File: src/rtl/std_seq_div.sv
// std_seq_div: iterative unsigned restoring divider.
// Computes left / right and left % right, one quotient bit per clock,
// under a go/done handshake. One division in flight, no pipelining.
// A zero divisor takes a one-cycle short path: quotient all ones,
// remainder equal to the dividend.
module std_seq_div #(
    parameter int width = 32
) (
    input  logic             clk,
    input  logic             reset,
    input  logic             go,
    input  logic [width-1:0] left,
    input  logic [width-1:0] right,
    output logic [width-1:0] out_quotient,
    output logic [width-1:0] out_remainder,
    output logic             done
);

    localparam int CW = $clog2(width) + 1;

    typedef enum logic [1:0] {
        ST_IDLE = 2'd0,
        ST_BUSY = 2'd1,
        ST_DONE = 2'd2
    } state_t;

    state_t           r_state;
    state_t           w_state_nxt;
    logic [width-1:0] r_dividend;
    logic [width-1:0] r_divisor;
    logic [width-1:0] r_rem;
    logic [width-1:0] r_quot;
    logic [CW-1:0]    r_cnt;
    logic             r_done;

    // The partial remainder never reaches the divisor after a restoring
    // step, so width bits suffice for storage; only the shifted trial value
    // needs the extra bit so the comparison cannot overflow.
    logic [width:0]   w_t;
    logic             w_ge;
    logic [width-1:0] w_diff;
    logic             w_last;
    logic             w_right_zero;

    assign w_t          = {r_rem, r_dividend[width-1]};
    assign w_ge         = (w_t >= {1'b0, r_divisor});
    assign w_diff       = w_t[width-1:0] - r_divisor;
    assign w_last       = (r_cnt == CW'(width - 1));
    assign w_right_zero = (right == {width{1'b0}});

    assign out_quotient  = r_quot;
    assign out_remainder = r_rem;
    assign done          = r_done;

    // Next-state decode for the IDLE/BUSY/DONE sequence.
    always_comb begin
        w_state_nxt = r_state;
        case (r_state)
            ST_IDLE: begin
                if (go) begin
                    if (w_right_zero) begin
                        w_state_nxt = ST_DONE;
                    end else begin
                        w_state_nxt = ST_BUSY;
                    end
                end else begin
                    w_state_nxt = ST_IDLE;
                end
            end
            ST_BUSY: begin
                if (w_last) begin
                    w_state_nxt = ST_DONE;
                end else begin
                    w_state_nxt = ST_BUSY;
                end
            end
            ST_DONE: begin
                w_state_nxt = ST_IDLE;
            end
            default: begin
                w_state_nxt = ST_IDLE;
            end
        endcase
    end

    // State register; done is registered so it is high exactly while in DONE.
    always_ff @(posedge clk or negedge reset) begin
        if (!reset) begin
            r_state <= ST_IDLE;
            r_done  <= 1'b0;
        end else begin
            r_state <= w_state_nxt;
            r_done  <= (w_state_nxt == ST_DONE);
        end
    end

    // Datapath: operand capture on start, one restoring step per BUSY cycle.
    always_ff @(posedge clk or negedge reset) begin
        if (!reset) begin
            r_dividend <= {width{1'b0}};
            r_divisor  <= {width{1'b0}};
            r_rem      <= {width{1'b0}};
            r_quot     <= {width{1'b0}};
            r_cnt      <= {CW{1'b0}};
        end else begin
            case (r_state)
                ST_IDLE: begin
                    if (go) begin
                        if (w_right_zero) begin
                            r_quot <= {width{1'b1}};
                            r_rem  <= left;
                            r_cnt  <= {CW{1'b0}};
                        end else begin
                            r_dividend <= left;
                            r_divisor  <= right;
                            r_rem      <= {width{1'b0}};
                            r_quot     <= {width{1'b0}};
                            r_cnt      <= {CW{1'b0}};
                        end
                    end
                end
                ST_BUSY: begin
                    r_dividend <= {r_dividend[width-2:0], 1'b0};
                    r_rem      <= w_ge ? w_diff : w_t[width-1:0];
                    r_quot     <= {r_quot[width-2:0], w_ge};
                    r_cnt      <= r_cnt + CW'(1);
                end
                ST_DONE: begin
                    r_cnt <= r_cnt;
                end
                default: begin
                    r_cnt <= r_cnt;
                end
            endcase
        end
    end

endmodule

File: config.mk
export PLATFORM = sky130hd
export DESIGN_NAME = std_seq_div
export DESIGN_NICKNAME = d
export VERILOG_FILES = /design/src/rtl/std_seq_div.sv
export SDC_FILE = /design/constraint.sdc
export NUM_CORES = 1
export LEC_CHECK = 0
export CORE_MARGIN = 2
export CORE_UTILIZATION = 25
export DETAILED_ROUTE_END_ITERATION = 10
export PLACE_DENSITY = 0.56
export SETUP_SLACK_MARGIN = 0.3
export SLEW_MARGIN = 20
export SYNTH_ARGS = -nofsm -noshare
export SYNTH_HDL_FRONTEND = slang
export SYNTH_SLANG_ARGS = --single-unit
export TNS_END_PERCENT = 10
File: constraint.sdc
create_clock -name clk -period 3.5 [get_ports clk]
set_input_delay 1.05 -clock clk [delete_from_list [all_inputs] [get_ports clk]]
set_output_delay 1.05 -clock clk [all_outputs]
set_load 0.02 [all_outputs]
# Word-level counts from Yosys, hierarchy flattened
# Cells that the tools add are included.
[op_classes]
muxes = 16
bitwise_logic = 1
eq_ne = 5
add_sub_neg = 2
order_cmp = 1
n_reduce_logical = 6
[op_table]
columns = ["operator", "count"]
rows = [
  ["$mux W32", 7],
  ["$pmux W32 S2", 3],
  ["$ge A33 B32 Y1", 1],
  ["$logic_not A32 Y1", 1],
  ["$sub A32 B32 Y32", 1],
  ["$pmux W6 S2", 1],
  ["$add A6 B1 Y6 const B", 1],
  ["$eq A6 B5 Y1 const B", 1],
  ["$mux W2", 3],
  ["$mux W6", 1],
  ["$reduce_and A3 Y1", 2],
  ["$ne A2 B2 Y1 const B", 2],
  ["$pmux W2 S2", 1],
  ["$eq A2 B1 Y1 const B", 1],
  ["$eq A2 B2 Y1 const B", 1],
  ["$logic_not A2 Y1", 1],
  ["$reduce_and A2 Y1", 1],
  ["$reduce_bool A2 Y1", 1],
  ["$not A1 Y1", 1],
]
[word_totals]
register_bits = 137
wordCells = 38

# Depth between registers and ports, before layout
[depth]
word_depth = 5
mapped_depth = 13
depth_no_buf = 13

# Worst setup path before layout
# No wires, ideal clock.
[synth_timing]
path_type = "input-to-reg"
startpoint = "input port right[16]"
endpoint = "register r_divisor[10]"
arrival_ps = 2673
path_slack_ps = 702
path_stages = 7
path_cell_list = "nor4_1 nand4_1 nor2_1 or2_2 clkbuf_1 buf_2 mux2_2"
[synth_between]
elab_chain_len = 3
[synth_lines]
columns = ["item", "line", "source"]
rows = [
  ["start: declaration", "13", "input logic [width-1:0] right,"],
  ["$logic_not A32 Y1", "49", "assign w_right_zero = (right == {width{1'b0}});"],
  ["$not A1 Y1 (no line)", "n/a", ""],
  ["$reduce_and A3 Y1 (no line)", "n/a", ""],
  ["end signal: assignment", "101", "r_divisor <= {width{1'b0}};"],
  ["end signal: assignment", "115", "r_divisor <= right;"],
  ["end: declaration", "30", "logic [width-1:0] r_divisor;"],
]
# No other way between the ends.
# A chain may end at the register's enable or synchronous reset.

# Worst setup path in the final report
[layout_timing]
startpoint = "register r_rem[7] (netlist: out_remainder[7])"
endpoint = "register r_rem[18] (netlist: out_remainder[18])"
[layout_between]
elab_chain_len = 3
elab_cells_between_ends = 4
classes_between = "add/sub: 1; order compare: 1; mux: 2"
[layout_lines]
columns = ["item", "line", "source"]
rows = [
  ["start: declaration", "31", "logic [width-1:0] r_rem;"],
  ["start signal: assignment", "102", "r_rem <= {width{1'b0}};"],
  ["start signal: assignment", "111", "r_rem <= left;"],
  ["start signal: assignment", "116", "r_rem <= {width{1'b0}};"],
  ["$sub A32 B32 Y32 or $ge A33 B32 Y1 (tied branches)", "47, 46", ""],
  ["$mux W32 *", "124", "r_rem <= w_ge ? w_diff : w_t[width-1:0];"],
  ["$pmux W32 S2 *", "106", "case (r_state)"],
]
# Mark *: on every way between the ends. The rest lies on a longest branch, timed or not.

==> impl_results.md <==
- R2R Setup Slk: 0.39 ns
- Ant diodes: 0
- WP data required: 3.80 ns
- CP Class: reg2reg
- Clock power frac: between 10% and 20%
- Worst hold path cell count: 2
- RSZ-0062 raised after global routing: true
- Post-DP HPWL: 18900 um
- Internal: 6.59 mW
- Count of final setup violators: 0
- Synth Net Count: 912
- Critical path launch point type: flip-flop
- Ys flop type: dfrtp_1
- Global Route Usage Sum: 15.0%
- Worst r2r src: out_remainder[7]
- Share of cells above drive strength 1: a little over an eighth
- Number of synthesized flops with an enable pin: 0
- Vias post-DR: 6840
- Via density: 5.01
- Hold Vio Cnt, Final: 0
- FMAX: approximately 320 MHz
- Remaining antenna violation count: 0
- Std-Cell Rows: 65
- Clock root cell: clkbuf_16
- TritonCTS clock tree: done
- Routability cong.: between 0.8 and 0.9
- Worst hold path class: reg2reg
- Sequential power share: 24.5%
- Pwr dens: 1140 nW/um2
- Crit. Startpoint: out_remainder[7]
- Slew @ Worst Pin: roughly 0.54 ns
- Drt wl/cell: roughly 18 um
- Max VDD drop: 0.433 mV
- Die W: 183 um
- Final nets: 1052
- Worst-path maximum fanout: 13
- Setup TNS: 0 ns
- Ports: ~130
- Switching Fraction: 45.6%
- Die area: 33500 um2
- Worst setup endpoint: out_remainder[18]
- Vias in the first global route: roughly 6600
- Post-CTS Hold Buffers: 0
- Seq/Total Area, Yosys: 42.8%
- CTS Buffer Depth: 2
- Non-Filler Instances: between 1000 and 1500
- Final Max Tran Viols: 0
- Outcome: completed
- Placed cell count: between 1000 and 1500
- Clock latency on the worst-skew pair: around 0.42 ns
- WL final: 24900 um
- Largest net degree at the start of global routing: 52
- Distinct cell type count after synthesis: 66
- Synth Warn #: 0
- WP data arrival: approximately 3.4 ns
- Synthesized cell area: 8010 um2
- Slew margin rel.: between 60% and 70%
- Total of max-cap violations: 0
- Initial DRT Pass Iterations: 5
- R2R depth: 12
- Die Ht: ~180 um
- DRC: 0
- End of the worst register-to-register path: out_remainder[18]
- Min cycle time layout: 3.11 ns
- Clock sink count: 137
- Net Sw Power: 5.52 mW
- Reg clk slew, reported paths: about 0.07 ns
- DR iter-0 viols: 539
- Synth Instances: 811
- Grt total ovfl: 0
- Syn avg cell area: a little under 10 um2
- CP Capture Type: flip-flop
- Hold slack: 0.484 ns
- Port bufs: 131
- Core area: 31600 um2
- Initial antenna violation count: 0
- Total CTS buffers: 17
- H-tree depth: 4
- First-pass GRT wire length: 39100 um
- P_leak: 4.59 nW
- Worst Clk Skew: approximately 0.011 ns
- Async SR Flop Fraction: 100%
- Synth-to-Final Area Change: 32.2%
- Seq cells post-synth: 137
- Combinational Power Share: 61.2%
- Initial Util: 25.4%
- Final Cycle Share: 88.8%
- Fillers: 3264
[stage by stage]
step	setup slack [ns]	total power, mW	util [%]	cell area, um2
global placement	0.134	10.1	31.5	9950
floorplan	0.702	7.92	-	8010
detailed placement	0.152	10.2	31.5	9950
finish	0.392	12.1	33.5	10600
CTS	0.280	12.0	33.3	10500
global route	0.225	13.0	33.5	10600
[cell usage in the layout, fill, tap and decap left out, types with 29 or more instances in the layout]
| master | synthesis | layout |
|---|---|---|
| a221o_1 | 32 | 32 |
| mux2_2 | 32 | 32 |
| o21ai_0 | 63 | 63 |
| nand2_1 | 69 | 69 |
| ha_1 | 33 | 33 |
| a21oi_1 | 50 | 49 |
| dfrtp_1 | 137 | 137 |
| clkdlybuf4s50_1 | 0 | 130 |
| inv_1 | 40 | 40 |
| nor2_1 | 29 | 29 |
| mux2i_1 | 46 | 46 |
| buf_4 | 2 | 36 |
[worst min-delay path by stage]
stage                    from              to  slack, ns
2_1_floorplan        r_cnt[5]        r_cnt[5]       0.45
6_report        r_dividend[3]   r_dividend[3]       0.48
3_3_place_gp    r_dividend[2]   r_dividend[2]       0.46
4_1_cts        r_dividend[11]  r_dividend[11]       0.48
3_5_place_dp   r_dividend[11]  r_dividend[11]       0.47
5_1_grt              r_cnt[5]        r_cnt[5]       0.50
[power by group through the flow]
| stage | logic [mW] | registers [mW] | clock network [mW] |
|---|---|---|---|
| after floorplan | 4.84 | 3.08 | 0 |
| after global placement | 7.14 | 2.96 | 0 |
| after detailed placement | 7.22 | 2.98 | 0 |
| after CTS | 7.26 | 2.96 | 1.77 |
| after global routing | 8.12 | 3.05 | 1.83 |
| final | 7.42 | 2.96 | 1.73 |
[critical path, stage by stage (launching register included)]
cell and delay, ns:
dfrtp_1 0.45, ha_1 0.42, and4_1 0.27, o2111a_1 0.24, o31ai_4 0.10, a31oi_2 0.30, o31ai_4 0.16, o31ai_4 0.31
buf_12 0.16, buf_12 0.15, mux2i_1 0.21, o21ai_1 0.07, o21a_1 0.14
[metal layers]
| metal | vias up | global-route usage (%) | share of wire (%) |
|---|---|---|---|
| met5 | - | 0 | 0 |
| met4 | 0 | 2.82 | 0.67 |
| met3 | 15 | 2.62 | 4.1 |
| met2 | 184 | 23.4 | 45 |
| met1 | 3345 | 21.8 | 50 |
| li1 | 3296 | - | - |
[sequential cells by signal (all words and copies together), names as in the netlist]
register / count
out_quotient: 32
out_remainder: 32
r_dividend: 32
r_divisor: 32
r_cnt: 6
r_state: 2
done: 1
[logic make-up (layout without fill, tap and decap cells)]
logic type | after synthesis | after routing | synth area share [%]
flip-flops | 137 | 137 | 42.8
AND/OR/NAND/NOR | 181 | 181 | 11.3
multiplexers | 79 | 79 | 10.4
AO/OA/AOI/OAI | 264 | 264 | 22.6
XOR/XNOR | 24 | 24 | 2.63
buffers and inverters | 92 | 245 | 4.83
adder cells (fa/ha/maj) | 34 | 34 | 5.41
[cell type report]
| type | instances | area [um2] | area share [%] |
|---|---|---|---|
| Sequential cell | 137 | 3430 | 32.4 |
| Timing Repair Buffer | 173 | 1690 | 16.0 |
| Clock inverter | 15 | 128 | 1.21 |
| Clock buffer | 17 | 425 | 4.02 |
| Inverter | 40 | 150 | 1.42 |
| Tap cell | 402 | 503 | 4.75 |
| Multi-Input combinational cell | 582 | 4260 | 40.2 |
[Yosys cell counts (3+ instances only)]
cell	number	area, um2
a31oi_1	15	93.8
a21o_1	12	90.1
o21a_1	13	97.6
or3_1	3	18.8
o221ai_1	7	61.3
xnor2_1	12	105
o22ai_1	3	18.8
clkbuf_1	37	139
and4_1	5	43.8
nor3_1	3	15.0
buf_2	9	45.0
o31ai_1	5	37.5
dfrtp_1	137	3430
o21ai_1	15	75.1
mux2i_1	46	460
a22oi_1	10	75.1
a21oi_1	50	250
a221o_1	32	320
ha_1	33	413
and3_1	5	31.3
mux2_2	32	360
nand3_1	16	80.1
o211ai_1	5	37.5
nand2b_1	8	50.1
xor2_1	12	105
buf_6	3	33.8
and2_1	6	37.5
nand2_1	69	259
o21bai_1	4	30.0
a211oi_1	4	30.0
a21boi_0	3	22.5
nor2_1	29	109
inv_1	40	150
nand4_1	8	50.1
o21ai_0	63	315
nor4_1	8	50.1
nor2b_1	10	62.6
[what timing repair did]
| item | in CTS | in global routing |
|---|---|---|
| pin swaps | 1 | 4 |
| setup endpoints to repair | 3 | 25 |
| setup buffers | 0 | 3 |
| resized for setup | 1 | 8 |
No activity file was read; power rests on OpenSTA's default activity.
